File: src/rtl/calc_pkg.sv
// Shared definitions for the calculator trig/reciprocal path.
//   SCALE    : fixed-point scale factor (values are x * SCALE)
//   OP_*     : operation encodings carried on the 2-bit op bus
//   state_t  : sequencer state encoding
package calc_pkg;

  localparam int SCALE = 10000;

  localparam logic [1:0] OP_TAN   = 2'b00;
  localparam logic [1:0] OP_COT   = 2'b01;
  localparam logic [1:0] OP_SEC   = 2'b10;
  localparam logic [1:0] OP_COSEC = 2'b11;

  typedef enum logic [1:0] {
    IDLE  = 2'd0,
    TRIG  = 2'd1,
    SETUP = 2'd2,
    DIV   = 2'd3
  } state_t;

endpackage

File: src/rtl/seq_div32.sv
// Restoring divider, one quotient bit per enabled cycle.
//   clk      : clock, rising edge
//   load     : capture dividend into the shift register, clear remainder
//   en       : perform one restoring step this cycle
//   dividend : 32-bit unsigned dividend (sampled on load)
//   divisor  : 16-bit unsigned divisor (must stay stable while stepping)
//   quotient : quotient bits so far; while en is high this already
//              includes the bit being produced on the coming edge, so the
//              caller can take the final value on the 32nd step edge
module seq_div32 (
  input  logic        clk,
  input  logic        load,
  input  logic        en,
  input  logic [31:0] dividend,
  input  logic [15:0] divisor,
  output logic [31:0] quotient
);

  // Dividend bits shift out of the top while quotient bits shift in at
  // the bottom; after 32 steps the register holds the full quotient.
  logic [31:0] q_q;
  logic [15:0] rem_q;

  logic [16:0] rem_sh;
  logic [16:0] rem_n;
  logic [31:0] q_n;
  logic        ge;

  always_comb begin
    rem_sh = {rem_q, q_q[31]};
    ge     = (rem_sh >= {1'b0, divisor});
    rem_n  = ge ? (rem_sh - {1'b0, divisor}) : rem_sh;
    q_n    = {q_q[30:0], ge};
  end

  assign quotient = en ? q_n : q_q;

  always_ff @(posedge clk) begin
    if (load) begin
      q_q   <= dividend;
      rem_q <= '0;
    end else if (en) begin
      q_q   <= q_n;
      // Remainder is always below the divisor, so 16 bits suffice.
      rem_q <= rem_n[15:0];
    end
  end

endmodule

File: src/rtl/trig_recip_seq.sv
// Multi-cycle tan/cot/sec/cosec controller.
// Drives a shared combinational Sin/Cos evaluator, then divides with a
// 1-bit-per-cycle restoring divider. Values are unsigned, scaled by SCALE.
//   clk, rst_n      : clock, asynchronous active-low reset
//   start, op, inp1 : request, operation (00 tan 01 cot 10 sec 11 cosec), angle
//   trig_angle      : angle presented to the Sin/Cos evaluator
//   sin_val/cos_val : evaluator return, valid one cycle after trig_angle
//   busy, done      : in-flight flag and one-cycle completion pulse
//   result          : truncated quotient, saturated to 16'hFFFF
//   div_zero, ovf   : divisor was zero / quotient exceeded 16 bits
module trig_recip_seq #(
  parameter int DW    = 16,
  parameter int SCALE = 10000,
  parameter int QW    = 32
) (
  input  logic          clk,
  input  logic          rst_n,
  input  logic          start,
  input  logic [1:0]    op,
  input  logic [DW-1:0] inp1,
  output logic [DW-1:0] trig_angle,
  input  logic [DW-1:0] sin_val,
  input  logic [DW-1:0] cos_val,
  output logic          busy,
  output logic          done,
  output logic [DW-1:0] result,
  output logic          div_zero,
  output logic          ovf
);

  import calc_pkg::*;

  localparam logic [QW-1:0] SCALE_Q  = QW'(SCALE);
  localparam logic [QW-1:0] SCALE_SQ = SCALE_Q * SCALE_Q;

  state_t        state_q, state_d;
  logic [1:0]    op_q;
  logic [4:0]    cnt_q;
  logic [DW-1:0] sin_q, cos_q;

  logic          accept, div_load, div_en, fin_zero, fin_div;
  logic [QW-1:0] dividend;
  logic [DW-1:0] divisor;
  logic [QW-1:0] quotient;
  logic          q_hi_nz;

  // Next-state and per-cycle control strobes
  always_comb begin
    state_d  = state_q;
    accept   = 1'b0;
    div_load = 1'b0;
    div_en   = 1'b0;
    fin_zero = 1'b0;
    fin_div  = 1'b0;
    case (state_q)
      IDLE: begin
        if (start) begin
          accept  = 1'b1;
          state_d = TRIG;
        end
      end
      TRIG:  state_d = SETUP;
      SETUP: begin
        if (divisor == '0) begin
          fin_zero = 1'b1;
          state_d  = IDLE;
        end else begin
          div_load = 1'b1;
          state_d  = DIV;
        end
      end
      DIV: begin
        div_en = 1'b1;
        if (cnt_q == 5'd31) begin
          fin_div = 1'b1;
          state_d = IDLE;
        end
      end
      default: state_d = IDLE;
    endcase
  end

  // Operand selection from the captured sin/cos pair
  always_comb begin
    dividend = SCALE_SQ;
    divisor  = cos_q;
    case (op_q)
      OP_TAN:   begin dividend = QW'(sin_q) * SCALE_Q; divisor = cos_q; end
      OP_COT:   begin dividend = QW'(cos_q) * SCALE_Q; divisor = sin_q; end
      OP_SEC:   begin dividend = SCALE_SQ;             divisor = cos_q; end
      default:  begin dividend = SCALE_SQ;             divisor = sin_q; end
    endcase
  end

  seq_div32 u_div (
    .clk      (clk),
    .load     (div_load),
    .en       (div_en),
    .dividend (dividend),
    .divisor  (divisor),
    .quotient (quotient)
  );

  assign q_hi_nz = |quotient[QW-1:DW];

  always_ff @(posedge clk or negedge rst_n) begin
    if (!rst_n) state_q <= IDLE;
    else        state_q <= state_d;
  end

  always_ff @(posedge clk or negedge rst_n) begin
    if (!rst_n) begin
      op_q       <= '0;
      cnt_q      <= '0;
      trig_angle <= '0;
      busy       <= 1'b0;
      done       <= 1'b0;
      result     <= '0;
      div_zero   <= 1'b0;
      ovf        <= 1'b0;
    end else begin
      done <= 1'b0;
      if (accept) begin
        op_q       <= op;
        trig_angle <= inp1;
        busy       <= 1'b1;
        div_zero   <= 1'b0;
        ovf        <= 1'b0;
      end
      if (div_load) cnt_q <= '0;
      else if (div_en) cnt_q <= cnt_q + 5'd1;
      if (fin_zero) begin
        result   <= '1;
        div_zero <= 1'b1;
        done     <= 1'b1;
        busy     <= 1'b0;
      end
      if (fin_div) begin
        result <= q_hi_nz ? '1 : quotient[DW-1:0];
        ovf    <= q_hi_nz;
        done   <= 1'b1;
        busy   <= 1'b0;
      end
    end
  end

  // Evaluator return is registered one cycle after trig_angle settles
  always_ff @(posedge clk) begin
    if (state_q == TRIG) begin
      sin_q <= sin_val;
      cos_q <= cos_val;
    end
  end

endmodule

File: config.mk
export PLATFORM = sky130hd
export DESIGN_NAME = trig_recip_seq
export DESIGN_NICKNAME = d
export VERILOG_FILES = /design/src/rtl/calc_pkg.sv /design/src/rtl/seq_div32.sv /design/src/rtl/trig_recip_seq.sv
export SDC_FILE = /design/constraint.sdc
export NUM_CORES = 1
export LEC_CHECK = 0
export CELL_PAD_IN_SITES_DETAIL_PLACEMENT = 0
export CELL_PAD_IN_SITES_GLOBAL_PLACEMENT = 1
export CORE_UTILIZATION = 50
export DETAILED_ROUTE_END_ITERATION = 6
export MAX_ROUTING_LAYER = met4
export PLACE_DENSITY_LB_ADDON = 0.2
export SLEW_MARGIN = 20
export SYNTH_ARGS = -nofsm -noshare
export SYNTH_HDL_FRONTEND = slang
export SYNTH_SLANG_ARGS = --single-unit
File: constraint.sdc
create_clock -name clk -period 10.95 [get_ports clk]
set_input_delay 2.19 -clock clk [delete_from_list [all_inputs] [get_ports clk]]
set_output_delay 2.19 -clock clk [all_outputs]
set_load 0.05 [all_outputs]
==> results.yml, run 1 <==
worst_setup_path:
  crit_path_max_incr_delay_ns: 0.58
  end_kind: "flip-flop"
  required_ns: 11.24
  slowest_stage: "edfxtp_1"
  arrival_ns: 5.45
  path_class: "flip-flop to flip-flop"
  start_kind: "flip-flop"
  worstPathMaxFanout: 4
  path_cells: "inv_1 -> fa_1 -> inv_1 -> ha_1 -> fa_1 -> ha_1 -> inv_1 -> fa_1 -> inv_1 -> ha_1 -> a211o_1 -> o31ai_1 -> o31a_1 -> o211ai_1 -> a41oi_1 -> xor2_1 -> o221ai_1"
  cp_common_cell: "inv_1"
route:
  viasPerCell: 5.44
  wl_um: 26600
  drt_iter0_drc: 329
  detail-route-antenna-nets: 0
  firstDrtPassIters: 4
  post_drt_wl_per_cell_um: 17.1
  drc_errors: 0
  num_vias: 8455
logic_synthesis:
  synth_warnings: 0
  ys_top_cells_by_area: "ha_1, fa_1, dfrtp_1"
  yosys.cell_types.count: 66
  synth_area_per_cell_um2: 9.30
  syn_inst: 1186
  ys_ff_latch: 125
  syn-num-nets: 1468
  ys_seq_area_share_pct: 27.6
  yosysTopAreaCellShare_pct: 17.9
  syn-cell-area_mm2: 0.0110
  synth-edff-count: 32
  synth_ff_type: "dfxtp_1"
  async_flop_share_pct: 36.0
  synth.largest_area_cell: "ha_1"
clock_tree:
  cts_root_buffer: "clkbuf_16"
  cts.path.max_buffers: 2
  clock_sinks: 125
  cts_resized: 0
  cts_setup_buffers: 0
  holdBufCountCts: 0
  cts_buffers: 17
  cts_tree: "built"
  worstSkewPairLatency_ns: 0.43
  cts-htree-levels: 4
  clkTransAtPathRegs_ns: 0.07
placement:
  io_buffer_count: 88
  placed_cell_area_mm2: 0.0121
  dpl_worst_slack_ns: 5.79
  dpl.hpwl_um: 20900
  gp_congestion: 0.863
power_and_ir_drop:
  p_per_area_mw_per_mm2: 200
  p_sw_w: 0.00106
  p_int_w: 0.00149
  pwr-share-seq_pct: 28.9
  leakage_nw: 6.39
  ir_worst_vdd_uv: 106
  power.share.clock_pct: 22.6
  switching_share_pct: 41.5
  pwr-share-comb_pct: 48.5
min_path:
  hp-class: "flip-flop to flip-flop"
layout:
  design_area_mm2: 0.0127
  area_delta_synth_final_pct: 15.5
  drive_above_1_share_pct: 4.38
  fill_cells: 1952
  final_core_util_pct: 59.7
  nets: 1547
sta:
  grt_setup_unrepaired: "false"
  setup_viol: 0
  skew_ns: 0.00917
  tightest_slew_ns: 1.05
  hold_violations: 0
  max_freq_mhz: 194
  slew_headroom_pct: 30.0
  fin_tns_setup_ns: 0
  drv_slew: 0
  fin_ws_ns: 5.79
  layout_min_cycle_time_ns: 5.16
  period_share_pct: 47.1
global_route:
  grt.total_usage_pct: 26.3
  grt.overflow.total: 0
  antenna_found_initial: 1
  grt_max_degree: 49
  grt_pass1_vias: 8417
  grt_pass1_wl_um: 44100
die:
  num_rows: 53
  coreArea_mm2: 0.0214
  ios: 89
  start_util_pct: 51.6
  die_height_um: 151
  dieArea_mm2: 0.0227
  dieWidth_um: 151
run_status:
  status: "complete, no violations"
flow_run:
  drv_cap: 0
placed cells by master, fill, tap and decap left out, types with 7 or more instances in the layout:
| cell | netlist | routed |
|---|---|---|
| a211oi_1 | 10 | 10 |
| a21o_1 | 20 | 20 |
| a21oi_1 | 53 | 53 |
| a22o_1 | 10 | 10 |
| a31oi_1 | 9 | 9 |
| buf_4 | 0 | 7 |
| clkbuf_16 | 0 | 17 |
| clkdlybuf4s50_1 | 0 | 87 |
| dfrtp_1 | 45 | 44 |
| dfxtp_1 | 48 | 48 |
| edfxtp_1 | 32 | 32 |
| fa_1 | 71 | 71 |
| ha_1 | 158 | 158 |
| inv_1 | 209 | 209 |
| inv_6 | 0 | 7 |
| mux2i_1 | 37 | 37 |
| nand2_1 | 131 | 131 |
| nand2b_1 | 7 | 7 |
| nand3_1 | 34 | 34 |
| nor2_1 | 39 | 38 |
| nor3_1 | 13 | 13 |
| nor4_1 | 9 | 9 |
| o211ai_1 | 9 | 9 |
| o21a_1 | 11 | 11 |
| o21ai_0 | 41 | 40 |
| o21bai_1 | 7 | 7 |
| o22a_1 | 16 | 16 |
| xnor2_1 | 25 | 25 |
| xor2_1 | 16 | 16 |
cells in the mapped netlist, types with 6 or more instances:
| cell type | n |
|---|---|
| nand3_1 | 34 |
| clkbuf_1 | 26 |
| nand2b_1 | 7 |
| nand2_1 | 131 |
| xor2_1 | 16 |
| a21oi_1 | 53 |
| a211oi_1 | 10 |
| nor2b_1 | 6 |
| a31oi_1 | 9 |
| o22a_1 | 16 |
| edfxtp_1 | 32 |
| xnor2_1 | 25 |
| and3_1 | 6 |
| fa_1 | 71 |
| inv_1 | 209 |
| ha_1 | 158 |
| a22o_1 | 10 |
| o21bai_1 | 7 |
| o21ai_0 | 41 |
| dfrtp_1 | 45 |
| o21a_1 | 11 |
| o211ai_1 | 9 |
| mux2i_1 | 37 |
| a21o_1 | 20 |
| nor2_1 | 39 |
| dfxtp_1 | 48 |
| or3_1 | 6 |
| nor4_1 | 9 |
| nor3_1 | 13 |
path summary, 6_finish.rpt:
check | start | to | slack, ns | cells after the start
hold / removal | trig_angle[4] | trig_angle[4] | 0.47 | 2
max in group asynchronous | rst_n | op_q[0] | 8.78 | 1
setup / recovery | sin_q[8] | u_div.q_q[29] | 5.79 | 17
setup reg to reg | sin_q[8] | u_div.q_q[29] | 5.79 | 17
hold reg to reg | trig_angle[4] | trig_angle[4] | 0.47 | 2
min in group asynchronous | rst_n | cnt_q[3] | 1.76 | 1
power groups by stage:
stage	registers, W	logic [W]	clock network [W]
finish	0.000734	0.00123	0.000576
floorplan	0.000810	0.000854	0
global route	0.000754	0.00138	0.000610
CTS	0.000734	0.00124	0.000587
detailed placement	0.000742	0.00123	0
global placement	0.000741	0.00122	0
worst max-delay path: cells and delay by family, from the launching register on:
kind	cells	cell delay, ns
fa+ha+maj	6	2.40
compound gates	6	1.52
flops	1	0.58
buf+inv	4	0.34
xor+xnor	1	0.19
layout make-up:
cell class,count,area [um^2],area share [%]
Clock inverter,15,161,1.27
Multi-Input combinational cell,818,7050,55.3
Timing Repair Buffer,94,923,7.25
Inverter,209,785,6.16
Clock buffer,17,425,3.34
Sequential cell,125,3050,23.9
Tap cell,275,344,2.70
Antenna cell,1,2.50,0.0196
state kept, by name (all words and copies together), names as in the netlist:
signal and cells:
u_div.rem_q 16, trig_angle 16, cos_q 16, busy 1, state_q 2, done 1, op_q 2, div_zero 1
u_div.q_q 32, ovf 1, sin_q 16, result 16, cnt_q 5
layer usage:
layer  part of all wire, %  track usage [%]
met1                    47             33.9
met2                    46             41.8
met3                   4.5             5.30
met4                   2.4             7.63
met5                     0                -
through the flow:
stage,power [W],instances,hold WS [ns]
floorplan,0.00166,1186,0.445
global placement,0.00196,1521,0.457
detailed placement,0.00197,1521,0.462
CTS,0.00256,1553,0.476
global route,0.00274,1554,0.493
finish,0.00254,1554,0.474
cells by family after synthesis:
| family | synth area share (%) |
|---|---|
| DFF | 27.6 |
| adders and majority gates | 30.8 |
| buffers and inverters | 8.51 |
| xor gates and xnor gates | 3.26 |
| muxes | 3.56 |
| AOI/OAI and AO/OA | 14.4 |
| and+or+nand+nor | 11.8 |
Note: power is estimated with default switching activity, not from simulation.
==> inputs of run 2 (changes only) <==
- CORE_UTILIZATION: 50 -> 47
- clock period: 10.95 -> 4.95 ns (I/O delays scaled with it)
==> run 2 against run 1 <==
  * Total power rose by 130%
  * Sequential cell count did not move
  * Worst setup slack got worse by 5.6 ns
  * Clock power rose by 130%
  * Global-route usage fell by 1.7 points
  * Combinational power rose by 130%
  * Non-clock buffer count rose by 30
  * Wire length rose by 1.4%
  * Largest power group unchanged
==> results.yml, run 2 (synthesized netlist as in run 1, its figures left out) <==
run_status:
  status: "complete, no violations"
placement:
  gp_congestion: 0.862
  io_buffer_count: 88
  placed_cell_area_mm2: 0.0124
  dpl.hpwl_um: 21300
  dpl_worst_slack_ns: 0.114
route:
  wl_um: 27000
  drc_errors: 0
  num_vias: 8675
  post_drt_wl_per_cell_um: 16.7
  detail-route-antenna-nets: 0
  firstDrtPassIters: 5
  drt_iter0_drc: 368
  viasPerCell: 5.35
sta:
  setup_viol: 0
  slew_headroom_pct: 18.3
  layout_min_cycle_time_ns: 4.74
  fin_ws_ns: 0.211
  max_freq_mhz: 211
  skew_ns: 0.0135
  tightest_slew_ns: 1.22
  fin_tns_setup_ns: 0
  period_share_pct: 95.7
  drv_slew: 0
  grt_setup_unrepaired: "true"
  hold_violations: 0
worst_setup_path:
  end_kind: "flip-flop"
  path_delay_family: "adder cells"
  cp_common_cell: "inv_1"
  arrival_ns: 5.05
  crit_path_max_incr_delay_ns: 0.53
  path_class: "flip-flop to flip-flop"
  worstPathMaxFanout: 5
  start_kind: "flip-flop"
  path_cells: "inv_1 -> fa_1 -> inv_1 -> ha_1 -> inv_1 -> fa_1 -> inv_1 -> ha_1 -> inv_1 -> fa_1 -> inv_1 -> ha_2 -> a2111o_1 -> o211ai_1 -> a21oi_2 -> a221o_1 -> buf_4 -> xor2_1 -> o221a_2"
  required_ns: 5.26
  slowest_stage: "fa_1"
  cp.buffers_inverters: 7
layout:
  nets: 1577
  drive_above_1_share_pct: 8.10
  insertedDiodeCount: 0
  final_common_cell: "inv_1"
  final_cell_mix: "inv_1, ha_1, nand2_1"
  area_delta_synth_final_pct: 19.0
  design_area_mm2: 0.0131
  largest_reg_flops: 32
  regMostFlops: "u_div.q_q"
  fill_cells: 2088
clock_tree:
  holdBufCountCts: 0
  clock_sinks: 125
  cts_buffers: 17
  cts.path.max_buffers: 2
  cts_root_buffer: "clkbuf_16"
  worstSkewPairLatency_ns: 0.43
  clkTransAtPathRegs_ns: 0.07
  cts-htree-levels: 4
  cts_tree: "built"
die:
  ios: 89
  coreArea_mm2: 0.0228
  num_rows: 55
  dieWidth_um: 155
  dieArea_mm2: 0.0241
  die_height_um: 155
  start_util_pct: 48.3
global_route:
  antenna_found_initial: 0
  grt_busiest_layer: "met2"
  grtUsageMet2_pct: 40.1
  grt_pass1_vias: 8609
  grt_pass1_wl_um: 44700
  grt.total_usage_pct: 24.7
  met3_usage_pct: 3.34
  groute.layer.met1.usage_pct: 32.1
  grt_max_degree: 49
  grt.overflow.total: 0
power_and_ir_drop:
  power.total_w: 0.00576
  leakage_nw: 6.56
  p_per_area_mw_per_mm2: 439
  pwr-share-comb_pct: 48.4
  pwr-share-seq_pct: 28.3
  ir_worst_vdd_uv: 234
  p_sw_w: 0.00237
  p_int_w: 0.00338
  power.share.clock_pct: 23.3
  switching_share_pct: 41.2
flow_run:
  drv_cap: 0
min_path:
  hp-class: "flip-flop to flip-flop"
run 2: area by class of cell:
class | count | area, um^2 | share of cell area (%)
Clock buffer | 17 | 425 | 3.24
Timing Repair Buffer | 124 | 1150 | 8.76
Tap cell | 313 | 392 | 2.99
Inverter | 209 | 785 | 5.98
Clock inverter | 15 | 194 | 1.48
Multi-Input combinational cell | 818 | 7130 | 54.3
Sequential cell | 125 | 3050 | 23.2
run 2: final timing paths:
| check | from | to | slack (ns) | cells after the start |
|---|---|---|---|---|
| max | sin_q[4] | u_div.q_q[24] | 0.21 | 19 |
| max in group asynchronous | rst_n | op_q[0] | 3.97 | 1 |
| min in group asynchronous | rst_n | ovf | 0.56 | 1 |
| max reg2reg | sin_q[4] | u_div.q_q[24] | 0.21 | 19 |
| min reg2reg | u_div.q_q[1] | u_div.q_q[2] | 0.47 | 2 |
| min | u_div.q_q[1] | u_div.q_q[2] | 0.47 | 2 |
run 2: what timing repair did:
action                                  in CTS  in global routing
buffers inserted                             0                  3
resized for setup                            0                 21
endpoints found under the setup margin       0                  8
run 2: power groups by stage:
stage | sequential (W) | combinational, W | clock (W)
6_report | 0.00163 | 0.00279 | 0.00134
5_1_grt | 0.00167 | 0.00311 | 0.00141
4_1_cts | 0.00163 | 0.00276 | 0.00135
3_5_place_dp | 0.00164 | 0.00275 | 0
3_3_place_gp | 0.00164 | 0.00272 | 0
2_1_floorplan | 0.00179 | 0.00189 | 0
run 2: tightest hold or removal path, cell delays in order, from the launching register on:
cell	delay, ns
dfxtp_1	0.32
nand2_1	0.06
a21oi_1	0.05
run 2: through the flow:
stage                     utilization [%]  cells  hold slack (ns)
after detailed placement             54.3   1586            0.462
after global placement               54.3   1586            0.458
after floorplan                         -   1186            0.445
after CTS                            57.0   1618            0.476
final                                57.4   1621            0.474
after global routing                 57.4   1621            0.499
run 2: routing by layer:
| layer | vias to the layer above | part of all wire [%] |
|---|---|---|
| met1 | 4199 | 47 |
| met3 | 23 | 4.1 |
| li1 | 4281 | - |
| met4 | 0 | 1.6 |
| met5 | - | 0 |
| met2 | 172 | 47 |
==> patch: new RTL, settings of run 1 <==
Encoding of `state_t`: now one-hot (4 bits for 4 states).
--- a/src/rtl/calc_pkg.sv
+++ b/src/rtl/calc_pkg.sv
@@ -12,9 +12,9 @@
   localparam logic [1:0] OP_COSEC = 2'b11;
 
-  typedef enum logic [1:0] {
-    IDLE  = 2'd0,
-    TRIG  = 2'd1,
-    SETUP = 2'd2,
-    DIV   = 2'd3
+  typedef enum logic [3:0] {
+    IDLE  = 4'b0001,
+    TRIG  = 4'b0010,
+    SETUP = 4'b0100,
+    DIV   = 4'b1000
   } state_t;
 
Check against the original RTL: no difference found for any inputs over 10 cycles, from zero or initial values and one cycle with rst_n low; not proved beyond that.
==> patch against run 1 <==
First-iteration DRC count up 64%; routed wire length grew 7.3%; critical path depth up 1; utilization down 0.49 points; synthesized area is 3.8% higher; sequential cell count is 2 higher; final area is 2.9% higher; clock skew up 0.0042 ns; worst setup slack worse by 0.017 ns.
Power is left out: the tool's default activity adds up to more than one toggle a clock period on the data nets, which glitch-free logic cannot reach.
==> patch: results (changes against run 1) <==
| Metric | Value |
|---|---|
| Status | finished clean |
| TritonCTS buffer count | 17 (unchanged) |
| Syn Nets | 1529 (+4.2%) |
| Top FF cell, synth | dfxtp_1 |
| DR vias | 8899 (+5.3%) |
| # Post-CTS Setup Buffers | 0 (unchanged) |
| Worst Hold Path EP | trig_angle[0] |
| RD Place Congestion | 0.923 (+6.9%) |
| Crit path max fanout | 5 (+1) |
| Asr flop ratio synth | 37.0% (+1.0 points) |
| Antenna diode count | 0 (-1) |
| Least-Margin Pin Slew | 0.984 ns (-0.0636 ns) |
| Setup Skew | 0.0134 ns (+0.00425 ns) |
| Worst Min Path Start | trig_angle[0] |
| Post-CTS resize count | 0 (unchanged) |
| First-pass GRT wire length | 46100 um (+4.5%) |
| I/O Buffers | 88 (unchanged) |
| EDFF count, synth | 32 (unchanged) |
| Biggest register | u_div.q_q |
| Worst-Skew Late Latency | 0.43 ns (about the same) |
| WL per Instance | 17.7 um (+3.5%) |
| Total GRT Usage | 26.2% (-0.13 points) |
| CTS max path bufs | 2 (unchanged) |
| Yosys warns | 0 (unchanged) |
| Worst hold path depth | 2 (unchanged) |
| Commonest cells in the netlist | inv_1, ha_1, nand2_1, fa_1, a21oi_1 |
| Worst EP arrival | 5.53 ns (+0.08 ns) |
| Hold Crit Class | flip-flop to flip-flop |
| Max FFs per register | 32 (unchanged) |
| Largest cells by area after synthesis | ha_1, fa_1, dfrtp_1 |
| Drc violations | 0 (unchanged) |
| Final Max Slew Viols | 0 (unchanged) |
| CTS H-Tree Depth | 4 (unchanged) |
| Final cell count without fillers | 1612 (+3.7%) |
| Vias in the first global route | 8711 (+3.5%) |
| Clock transition at the registers of the reported paths | 0.07 ns (about the same) |
| Reg2reg path depth | 18 (+1) |
| Share of layout cells above drive strength 1 | 4.65% (+0.27 points) |
| R2R Path Start | cos_q[7] |
| Antenna violations before repair | 0 (-1) |
| Largest net degree at the start of global routing | 70 (+43%) |
| DRT iter0 DRCs | 539 (+64%) |
| R2R setup slack | 5.77 ns (-0.02 ns) |
| DP Wirelength | 22700 um (+8.3%) |
| Post-synthesis sequential area ratio | 27.1% (-0.57 points) |
| Cell variety after synth | 76 (+15%) |
| R2R Path End | u_div.q_q[29] |
| Length of the first detailed-routing pass in iterations | 5 (+1) |
| Post-Syn Instances | 1247 (+5.1%) |
-- patch: cells by family after synthesis --
family	count (synthesis)	share of synthesized area [%]
and+or+nand+nor	293	12.2
AOI/OAI and AO/OA	255	15.2
buffers and inverters	255	8.69
adders and majority gates	229	29.7
DFF	127	27.1
muxes	45	3.93
xor gates and xnor gates	43	3.29
-- patch: cell type report --
cell class,count,area (um^2)
clock buffer,17,425
clock inverter,15,141
fill,1976,9050
inverter,214,803
multi-input combinational,865,7370
sequential,127,3100
tap,280,350
timing repair buffer,94,921
-- patch: worst max-delay path by stage --
stage | start | endpoint | slack (ns) | cells past startpoint
CTS | cos_q[7] | u_div.q_q[29] | 5.74 | 18
detailed placement | cos_q[7] | u_div.q_q[29] | 5.76 | 18
global route | cos_q[7] | u_div.q_q[29] | 5.51 | 18
finish | cos_q[7] | u_div.q_q[29] | 5.77 | 18
floorplan | cos_q[8] | u_div.q_q[29] | 6.18 | 18
global placement | cos_q[7] | u_div.q_q[29] | 5.80 | 18
-- patch: routing by layer --
layer  track usage [%]  wire length, um
met1              34.3            13300
met2              40.0            12800
met3              5.47             1720
met4              9.57              820
met5                 -                0
-- patch: metrics by stage --
stage          worst slack [ns]  util, %  hold slack [ns]  cell area [um^2]
2_1_floorplan              6.18        -            0.440             11400
3_3_place_gp               5.80     56.6            0.457             12500
3_5_place_dp               5.76     56.6            0.462             12500
4_1_cts                    5.74     59.2            0.478             13100
5_1_grt                    5.51     59.2            0.501             13100
6_report                   5.77     59.2            0.473             13100
-- patch: critical path, cell delays in order (launching register included) --
cell and delay (ns):
edfxtp_1 0.48, inv_1 0.18, fa_1 0.57, inv_1 0.04
ha_1 0.29, fa_1 0.48, ha_1 0.29, inv_1 0.05
fa_1 0.51, inv_1 0.04, ha_1 0.34, and2_4 0.17
a221oi_4 0.32, nand4_2 0.18, a211oi_2 0.34, o311a_1 0.24
mux2i_1 0.09, a221o_1 0.36, a31oi_1 0.15
